`src/rtl/sram_arb_pkg.sv`:
```
// Shared types for the sprite/tile SRAM arbiter: FSM states, read owner,
// default bus widths and the strobe pattern driven in each state.
package sram_arb_pkg;

    localparam int DEF_ADDR_W = 20;
    localparam int DEF_DATA_W = 16;

    typedef enum logic [2:0] {
        IDLE = 3'd0,
        RD1  = 3'd1,
        RD2  = 3'd2,
        WR1  = 3'd3,
        WR2  = 3'd4,
        WR3  = 3'd5
    } state_t;

    // Which port the access in flight belongs to; steers rvalid/rdata.
    typedef enum logic {
        OWN_PIX = 1'b0,
        OWN_LDR = 1'b1
    } owner_t;

    // Active-low SRAM strobes plus the pad drive enable, as one register.
    typedef struct packed {
        logic ce_n;
        logic oe_n;
        logic we_n;
        logic ub_n;
        logic lb_n;
        logic dq_oe;
    } strobe_t;

    // Strobe pattern to present while the FSM sits in state s.
    function automatic strobe_t strobes_for(state_t s);
        strobe_t st;
        st = '{ce_n: 1'b1, oe_n: 1'b1, we_n: 1'b1, ub_n: 1'b1, lb_n: 1'b1, dq_oe: 1'b0};
        case (s)
            RD1, RD2: st = '{ce_n: 1'b0, oe_n: 1'b0, we_n: 1'b1, ub_n: 1'b0, lb_n: 1'b0, dq_oe: 1'b0};
            // Address setup with OE high: turnaround after a read.
            WR1:      st = '{ce_n: 1'b0, oe_n: 1'b1, we_n: 1'b1, ub_n: 1'b0, lb_n: 1'b0, dq_oe: 1'b0};
            WR2:      st = '{ce_n: 1'b0, oe_n: 1'b1, we_n: 1'b0, ub_n: 1'b0, lb_n: 1'b0, dq_oe: 1'b1};
            // WE back high, data and address still driven for hold time.
            WR3:      st = '{ce_n: 1'b0, oe_n: 1'b1, we_n: 1'b1, ub_n: 1'b0, lb_n: 1'b0, dq_oe: 1'b1};
            default:  st = '{ce_n: 1'b1, oe_n: 1'b1, we_n: 1'b1, ub_n: 1'b1, lb_n: 1'b1, dq_oe: 1'b0};
        endcase
        return st;
    endfunction

endpackage

```
`src/rtl/sram_arbiter_if.sv`:
```
// Requester handshakes and SRAM pin bundle for the sprite/tile SRAM arbiter.
//
// Handshake: a requester raises *_req with its address (and, for the loader,
// we/wdata) and holds them stable until *_ack pulses for one cycle; the
// arbiter latches everything at grant, so the inputs are don't-care from the
// ack cycle onward. Dropping *_req before ack withdraws the request. Read
// data arrives later as a one-cycle *_rvalid pulse with *_rdata, which then
// holds until the next read on that port.
interface sram_arbiter_if #(
    parameter int ADDR_W = sram_arb_pkg::DEF_ADDR_W,
    parameter int DATA_W = sram_arb_pkg::DEF_DATA_W
);
    // Pixel-fetch renderer (read only)
    logic              pix_req;
    logic [ADDR_W-1:0] pix_addr;
    logic              pix_ack;
    logic              pix_rvalid;
    logic [DATA_W-1:0] pix_rdata;

    // Sprite loader (read/write)
    logic              ldr_req;
    logic              ldr_we;
    logic [ADDR_W-1:0] ldr_addr;
    logic [DATA_W-1:0] ldr_wdata;
    logic              ldr_ack;
    logic              ldr_rvalid;
    logic [DATA_W-1:0] ldr_rdata;

    // SRAM pins (DQ tristate lives above this block)
    logic [ADDR_W-1:0] SRAM_ADDR;
    logic              SRAM_CE_N;
    logic              SRAM_OE_N;
    logic              SRAM_WE_N;
    logic              SRAM_UB_N;
    logic              SRAM_LB_N;
    logic [DATA_W-1:0] sram_dq_out;
    logic              sram_dq_oe;
    logic [DATA_W-1:0] sram_dq_in;

    // Arbiter side
    modport slave (
        input  pix_req, pix_addr, ldr_req, ldr_we, ldr_addr, ldr_wdata, sram_dq_in,
        output pix_ack, pix_rvalid, pix_rdata, ldr_ack, ldr_rvalid, ldr_rdata,
        output SRAM_ADDR, SRAM_CE_N, SRAM_OE_N, SRAM_WE_N, SRAM_UB_N, SRAM_LB_N,
        output sram_dq_out, sram_dq_oe
    );

    // Requesters and SRAM pad side
    modport master (
        output pix_req, pix_addr, ldr_req, ldr_we, ldr_addr, ldr_wdata, sram_dq_in,
        input  pix_ack, pix_rvalid, pix_rdata, ldr_ack, ldr_rvalid, ldr_rdata,
        input  SRAM_ADDR, SRAM_CE_N, SRAM_OE_N, SRAM_WE_N, SRAM_UB_N, SRAM_LB_N,
        input  sram_dq_out, sram_dq_oe
    );

endinterface

```
`src/rtl/sram_arbiter.sv`:
```
// Sequencer and two-port arbiter for the 1Mx16 async sprite/tile SRAM.
// Pixel reads take 2 cycles, loader writes 3; arbitration happens in IDLE,
// RD2 and WR3 so back-to-back accesses have no gap. Every output, including
// the strobes, comes straight from a flop reset asynchronously, so a reset
// mid-write drops WE_N and the pad enable at once.
module sram_arbiter
    import sram_arb_pkg::*;
#(
    parameter int ADDR_W       = DEF_ADDR_W,
    parameter int DATA_W       = DEF_DATA_W,
    parameter int STARVE_LIMIT = 8
) (
    input  logic           Clk,
    input  logic           Reset_n,
    sram_arbiter_if.slave  bus,
    output logic           busy,
    output state_t         state_dbg
);

    localparam logic [7:0] LIMIT = 8'(STARVE_LIMIT);

    state_t            state;
    owner_t            owner;
    strobe_t           stb;
    logic [7:0]        starve_cnt;
    logic [ADDR_W-1:0] sram_addr_q;
    logic [DATA_W-1:0] dq_out_q;
    logic              pix_ack_q;
    logic              ldr_ack_q;
    logic              pix_rvalid_q;
    logic              ldr_rvalid_q;
    logic [DATA_W-1:0] pix_rdata_q;
    logic [DATA_W-1:0] ldr_rdata_q;

    logic at_decision;
    logic pix_win;
    logic ldr_win;

    // Arbitration: pixel port has priority until the loader has watched
    // LIMIT pixel grants go by, then the loader gets exactly one turn.
    always_comb begin
        at_decision = (state == IDLE) || (state == RD2) || (state == WR3);
        pix_win     = bus.pix_req && (!bus.ldr_req || (starve_cnt < LIMIT));
        ldr_win     = bus.ldr_req && !pix_win;
    end

    // Main sequencer: state, strobes, address/data latches, acks and rdata.
    always_ff @(posedge Clk or negedge Reset_n) begin
        if (!Reset_n) begin
            state        <= IDLE;
            owner        <= OWN_PIX;
            stb          <= strobes_for(IDLE);
            starve_cnt   <= 8'd0;
            sram_addr_q  <= '0;
            dq_out_q     <= '0;
            pix_ack_q    <= 1'b0;
            ldr_ack_q    <= 1'b0;
            pix_rvalid_q <= 1'b0;
            ldr_rvalid_q <= 1'b0;
            pix_rdata_q  <= '0;
            ldr_rdata_q  <= '0;
            busy         <= 1'b0;
        end else begin
            pix_ack_q    <= 1'b0;
            ldr_ack_q    <= 1'b0;
            pix_rvalid_q <= 1'b0;
            ldr_rvalid_q <= 1'b0;

            // Data has been on the bus for two cycles; capture for the owner.
            if (state == RD2) begin
                if (owner == OWN_PIX) begin
                    pix_rdata_q  <= bus.sram_dq_in;
                    pix_rvalid_q <= 1'b1;
                end else begin
                    ldr_rdata_q  <= bus.sram_dq_in;
                    ldr_rvalid_q <= 1'b1;
                end
            end

            // A pix grant with ldr_req high only happens while the count is
            // below LIMIT, so the increment saturates at LIMIT by itself.
            if (!bus.ldr_req) begin
                starve_cnt <= 8'd0;
            end else if (at_decision && ldr_win) begin
                starve_cnt <= 8'd0;
            end else if (at_decision && pix_win) begin
                starve_cnt <= starve_cnt + 8'd1;
            end

            case (state)
                RD1: begin
                    state <= RD2;
                    stb   <= strobes_for(RD2);
                    busy  <= 1'b1;
                end
                WR1: begin
                    state <= WR2;
                    stb   <= strobes_for(WR2);
                    busy  <= 1'b1;
                end
                WR2: begin
                    state <= WR3;
                    stb   <= strobes_for(WR3);
                    busy  <= 1'b1;
                end
                IDLE, RD2, WR3: begin
                    if (pix_win) begin
                        state       <= RD1;
                        stb         <= strobes_for(RD1);
                        owner       <= OWN_PIX;
                        sram_addr_q <= bus.pix_addr;
                        pix_ack_q   <= 1'b1;
                        busy        <= 1'b1;
                    end else if (ldr_win) begin
                        state       <= bus.ldr_we ? WR1 : RD1;
                        stb         <= strobes_for(bus.ldr_we ? WR1 : RD1);
                        owner       <= OWN_LDR;
                        sram_addr_q <= bus.ldr_addr;
                        ldr_ack_q   <= 1'b1;
                        busy        <= 1'b1;
                        if (bus.ldr_we) begin
                            dq_out_q <= bus.ldr_wdata;
                        end
                    end else begin
                        // Address deliberately held; only strobes go idle.
                        state <= IDLE;
                        stb   <= strobes_for(IDLE);
                        busy  <= 1'b0;
                    end
                end
                default: begin
                    state <= IDLE;
                    stb   <= strobes_for(IDLE);
                    busy  <= 1'b0;
                end
            endcase
        end
    end

    assign state_dbg       = state;

    assign bus.pix_ack     = pix_ack_q;
    assign bus.pix_rvalid  = pix_rvalid_q;
    assign bus.pix_rdata   = pix_rdata_q;
    assign bus.ldr_ack     = ldr_ack_q;
    assign bus.ldr_rvalid  = ldr_rvalid_q;
    assign bus.ldr_rdata   = ldr_rdata_q;

    assign bus.SRAM_ADDR   = sram_addr_q;
    assign bus.SRAM_CE_N   = stb.ce_n;
    assign bus.SRAM_OE_N   = stb.oe_n;
    assign bus.SRAM_WE_N   = stb.we_n;
    assign bus.SRAM_UB_N   = stb.ub_n;
    assign bus.SRAM_LB_N   = stb.lb_n;
    assign bus.sram_dq_oe  = stb.dq_oe;
    assign bus.sram_dq_out = dq_out_q;

endmodule

```
`src/flat_wrapper.sv`:
```
// flat-port wrapper written by rule: the top's interface ports become plain ports
module sram_arbiter_flat import sram_arb_pkg::*;
#(
    parameter int ADDR_W       = DEF_ADDR_W,
    parameter int DATA_W       = DEF_DATA_W,
    parameter int STARVE_LIMIT = 8
)
  (Clk, Reset_n, busy, state_dbg, bus_pix_req, bus_pix_addr, bus_ldr_req, bus_ldr_we, bus_ldr_addr, bus_ldr_wdata, bus_sram_dq_in, bus_pix_ack, bus_pix_rvalid, bus_pix_rdata, bus_ldr_ack, bus_ldr_rvalid, bus_ldr_rdata, bus_SRAM_ADDR, bus_SRAM_CE_N, bus_SRAM_OE_N, bus_SRAM_WE_N, bus_SRAM_UB_N, bus_SRAM_LB_N, bus_sram_dq_out, bus_sram_dq_oe);
  sram_arbiter_if #(.ADDR_W(ADDR_W), .DATA_W(DATA_W)) bus_i ();
  input  logic Clk;
  input  logic Reset_n;
  output logic busy;
  output state_t state_dbg;
  input wire logic [$bits(bus_i.pix_req)-1:0] bus_pix_req;
  input wire logic [$bits(bus_i.pix_addr)-1:0] bus_pix_addr;
  input wire logic [$bits(bus_i.ldr_req)-1:0] bus_ldr_req;
  input wire logic [$bits(bus_i.ldr_we)-1:0] bus_ldr_we;
  input wire logic [$bits(bus_i.ldr_addr)-1:0] bus_ldr_addr;
  input wire logic [$bits(bus_i.ldr_wdata)-1:0] bus_ldr_wdata;
  input wire logic [$bits(bus_i.sram_dq_in)-1:0] bus_sram_dq_in;
  output wire logic [$bits(bus_i.pix_ack)-1:0] bus_pix_ack;
  output wire logic [$bits(bus_i.pix_rvalid)-1:0] bus_pix_rvalid;
  output wire logic [$bits(bus_i.pix_rdata)-1:0] bus_pix_rdata;
  output wire logic [$bits(bus_i.ldr_ack)-1:0] bus_ldr_ack;
  output wire logic [$bits(bus_i.ldr_rvalid)-1:0] bus_ldr_rvalid;
  output wire logic [$bits(bus_i.ldr_rdata)-1:0] bus_ldr_rdata;
  output wire logic [$bits(bus_i.SRAM_ADDR)-1:0] bus_SRAM_ADDR;
  output wire logic [$bits(bus_i.SRAM_CE_N)-1:0] bus_SRAM_CE_N;
  output wire logic [$bits(bus_i.SRAM_OE_N)-1:0] bus_SRAM_OE_N;
  output wire logic [$bits(bus_i.SRAM_WE_N)-1:0] bus_SRAM_WE_N;
  output wire logic [$bits(bus_i.SRAM_UB_N)-1:0] bus_SRAM_UB_N;
  output wire logic [$bits(bus_i.SRAM_LB_N)-1:0] bus_SRAM_LB_N;
  output wire logic [$bits(bus_i.sram_dq_out)-1:0] bus_sram_dq_out;
  output wire logic [$bits(bus_i.sram_dq_oe)-1:0] bus_sram_dq_oe;
  assign bus_i.pix_req = bus_pix_req;
  assign bus_i.pix_addr = bus_pix_addr;
  assign bus_i.ldr_req = bus_ldr_req;
  assign bus_i.ldr_we = bus_ldr_we;
  assign bus_i.ldr_addr = bus_ldr_addr;
  assign bus_i.ldr_wdata = bus_ldr_wdata;
  assign bus_i.sram_dq_in = bus_sram_dq_in;
  assign bus_pix_ack = bus_i.pix_ack;
  assign bus_pix_rvalid = bus_i.pix_rvalid;
  assign bus_pix_rdata = bus_i.pix_rdata;
  assign bus_ldr_ack = bus_i.ldr_ack;
  assign bus_ldr_rvalid = bus_i.ldr_rvalid;
  assign bus_ldr_rdata = bus_i.ldr_rdata;
  assign bus_SRAM_ADDR = bus_i.SRAM_ADDR;
  assign bus_SRAM_CE_N = bus_i.SRAM_CE_N;
  assign bus_SRAM_OE_N = bus_i.SRAM_OE_N;
  assign bus_SRAM_WE_N = bus_i.SRAM_WE_N;
  assign bus_SRAM_UB_N = bus_i.SRAM_UB_N;
  assign bus_SRAM_LB_N = bus_i.SRAM_LB_N;
  assign bus_sram_dq_out = bus_i.sram_dq_out;
  assign bus_sram_dq_oe = bus_i.sram_dq_oe;
  sram_arbiter #(.ADDR_W(ADDR_W), .DATA_W(DATA_W), .STARVE_LIMIT(STARVE_LIMIT)) u_core (.Clk(Clk), .Reset_n(Reset_n), .bus(bus_i), .busy(busy), .state_dbg(state_dbg));
endmodule
```
`config.mk`:
```
export PLATFORM = sky130hd
export DESIGN_NAME = sram_arbiter_flat
export DESIGN_NICKNAME = d
export VERILOG_FILES = /design/src/rtl/sram_arb_pkg.sv /design/src/rtl/sram_arbiter_if.sv /design/src/rtl/sram_arbiter.sv /design/src/flat_wrapper.sv
export SDC_FILE = /design/constraint.sdc
export NUM_CORES = 1
export LEC_CHECK = 0
export ABC_AREA = 1
export BUFFER_PORTS_ARGS = -buffer_cell sky130_fd_sc_hd__buf_4
export CORE_ASPECT_RATIO = 1.2
export CORE_UTILIZATION = 52
export DETAILED_ROUTE_END_ITERATION = 10
export PLACE_DENSITY_LB_ADDON = 0.08
export SYNTH_ARGS = -nofsm -noshare
export SYNTH_HDL_FRONTEND = slang
export SYNTH_SLANG_ARGS = --single-unit
```
`constraint.sdc`:
```
create_clock -name Clk -period 3.8 [get_ports Clk]
set_clock_uncertainty 0.15 [all_clocks]
set_input_delay 0.19 -clock Clk [delete_from_list [all_inputs] [get_ports Clk]]
set_output_delay 0.19 -clock Clk [all_outputs]
set_load 0.01 [all_outputs]
```
==> results.toml <==
[layout]
area.growth.synth_to_final_pct = 48.6
drive_gt1_share_pct = 28.5
n_antenna_cell = 0
utilization_pct = 81.2
layout.nets = 724

[sta]
layout_min_cycle_time_ns = 2.54
tightest_slew_ns = 1.08
setup_tns_ns = 0
slew_viol_final = 0
post-route-worst-setup-slack_ns = 1.26
rsz0062_at_grt = "false"
finalSetupViolations = 0
hold_viol_final = 0
slew_headroom_pct = 28.2
fmax_ghz = 0.393
fin_crit_sh_pct = 67.0

[synthesis]
yosysWarnings = 0
synth_mux_area_share_pct = 0
postSynth.asyncResetShare_pct = 100
synth_xor_area_share_pct = 0.460
synth_compound_area_share_pct = 5.32
synth.distinct_cells = 22
synthesis.instances = 449
synthMostInstantiatedCell = "nand2_1"
synth_fa_ha_area_share_pct = 0.328
synth-seq-area-share_pct = 57.9
ys_top_cells_by_area = "dfrtp_1 (56%), nand2_1 (14%), inv_1 (7.2%)"
synth-seq-cells = 88
synth_area_per_cell_um2 = 8.49
synth_edf_count = 0
yosys-top-cells-count = "nand2_1 (139), dfrtp_1 (85), inv_1 (73)"
synth.top_cell.area_share_pct = 55.8
syn-num-nets = 527
yosys.area.top_type = "dfrtp_1"
synth_top_family_by_area = "simple AND/OR/NAND/NOR gates"
yosys.area_share.simple_pct = 24.8
synth_ff_type = "dfrtp_1"
netlist_area_mm2 = 0.00381

[clock_tree]
cts_tree = "done"
numCtsBuffers = 9
path_clk_slew_ns = 0.09
clock_latency_ns = 0.35
postCtsHoldBufs = 51
cts-root-buf = "clkbuf_8"
cts_resized = 0
cts_num_sinks = 88
postCtsSetupBuffers = 0
cts_htree_levels = 3
cts_buffer_depth = 2

[power_and_ir_drop]
p_seq_share_pct = 41.1
clkPwrFrac_pct = 14.6
pwr_density_cell_mw_per_mm2 = 698
ir_worst_vdd_v = 0.000411
netSwitchingFraction_pct = 38.1
comb_power_share_pct = 44.4
power_leakage_nw = 3.16
p_int_w = 0.00245
power_switching_w = 0.00151

[critical_path]
max_stage_delay_ns = 0.57
crit_fanout = 25
cp-end-kind = "register"
cpMostUsedCell = "nand2_1"
cpMaxStageDelayCell = "dlygate4sd3_1"
required_ns = 3.95
path_class = "reg -> reg"
crit_arrival_ns = 2.69
start_kind = "register"
crit_buf_inv = 3
cpLargestDelayFamily = "buffers and inverters"
crit_chain = "nor2_1 -> nand3_1 -> nand2_1 -> buf_4 -> nand2_1 -> buf_4 -> nand2_1 -> nand3_1 -> dlygate4sd3_1 -> nand2_1"

[run_status]
status = "completed"

[route]
wl_per_cell_um = 13.8
drc = 0
routed_wl_um = 10200
ant_nets = 0
via_per_inst = 4.92
drt_iter0_markers = 222
first_pass_iters = 4
vias = 3628

[die]
core_mm2 = 0.00698
rows = 33
start_util_pct = 54.6
die_w_um = 80.2
die-area_mm2 = 0.00768
die_y_um = 95.8
ios = 159

[grt]
antenna_found_initial = 0
overflow = 0
grt_pass1_wl_um = 16400
first_global_vias = 3550
grt_max_degree = 89
gr-usage-all-layers_pct = 28.5

[placed_design]
pre_cts_ws_ns = 1.61
hpwl_um = 6430
port_buffers = 158
place.gp.congestion = 0.819

[run]
max-cap-violations = 0

[min_path]
hold_path_class = "in -> reg"
==> path summary, 6_finish.rpt <==
kind	slack, ns	cells after the start	end	start
max in group asynchronous	2.39	2	u_core.bus.SRAM_ADDR[11]	Reset_n
min reg2reg	0.34	2	u_core.bus.sram_dq_out[6]	u_core.bus.sram_dq_out[6]
max	1.26	10	u_core.bus.SRAM_ADDR[2]	u_core.starve_cnt[7]
min in group asynchronous	0.41	2	u_core.bus.ldr_rdata[3]	Reset_n
min	0.01	5	u_core.bus.SRAM_ADDR[6]	bus_ldr_addr[6]
max reg2reg	1.26	10	u_core.bus.SRAM_ADDR[2]	u_core.starve_cnt[7]
==> cell families after synthesis <==
group	Yosys count
buffers and inverters	101
AOI/OAI and AO/OA	40
xor gates and xnor gates	2
DFF	88
and+or+nand+nor	217
adders and majority gates	1
==> power groups by stage <==
stage | combinational [W] | clock, W | sequential, W
CTS | 0.00175 | 0.000583 | 0.00162
detailed placement | 0.00170 | 0 | 0.00163
global route | 0.00195 | 0.000619 | 0.00167
global placement | 0.00165 | 0 | 0.00163
floorplan | 0.000677 | 0 | 0.00179
finish | 0.00175 | 0.000576 | 0.00162
==> flip-flops by register name, indices dropped and copies added (netlist names) <==
signal,cells
u_core.owner,1
u_core.bus.SRAM_WE_N,1
u_core.bus.SRAM_CE_N,1
u_core.bus.pix_rvalid,1
u_core.bus.SRAM_OE_N,1
u_core.bus.ldr_rvalid,1
u_core.bus.ldr_rdata,16
u_core.bus.ldr_ack,1
u_core.bus.sram_dq_out,16
u_core.state_dbg,3
u_core.bus.SRAM_ADDR,20
u_core.bus.pix_ack,1
u_core.busy,1
u_core.starve_cnt,8
u_core.bus.pix_rdata,16
==> worst min-delay path: stages <==
cell and delay (ns):
buf_4 0.08, inv_1 0.03, nand2_1 0.06, nand3_1 0.07
nand2_1 0.06
==> stage by stage <==
| step | instance area (um2) | std cells | hold WS [ns] | power, W |
|---|---|---|---|---|
| detailed placement | 4980 | 671 | 0.302 | 0.00333 |
| global placement | 4980 | 671 | 0.292 | 0.00327 |
| finish | 5660 | 737 | 0.0117 | 0.00395 |
| global route | 5660 | 737 | 0.0130 | 0.00424 |
| floorplan | 3810 | 449 | -0.256 | 0.00247 |
| CTS | 5660 | 737 | 0.00317 | 0.00396 |
==> routing by layer <==
layer / GRT usage [%] / wire length, um
met4: 13.4 / 369
met2: 49.2 / 5430
met3: 5.31 / 428
met5: 0 / 0
met1: 34.6 / 3940
==> area by class of cell <==
type | count | area, um2
sequential | 88 | 2210
timing repair buffer | 212 | 1720
fill | 465 | 1310
multi-input combinational | 260 | 1180
inverter | 75 | 282
clock buffer | 10 | 138
tap | 87 | 109
clock inverter | 5 | 33.8
==> cells in the final DEF, fill, tap and decap left out <==
cell and n:
nor2_1 11, dfrtp_1 85, ha_1 1, inv_2 2
o21ai_0 38, nand3_4 1, a21oi_1 1, buf_4 161
nand2_1 139, nand4_1 17, nor2_4 1, clkinv_2 2
inv_1 73, dlygate4sd3_1 51, xor2_1 1, xnor2_1 1
clkbuf_8 10, dfstp_2 3, o211ai_1 1, clkinvlp_4 2
nand3_2 1, nand2_2 1, nand3_1 46, clkinv_4 1
Power figures use the tool's default switching activity.
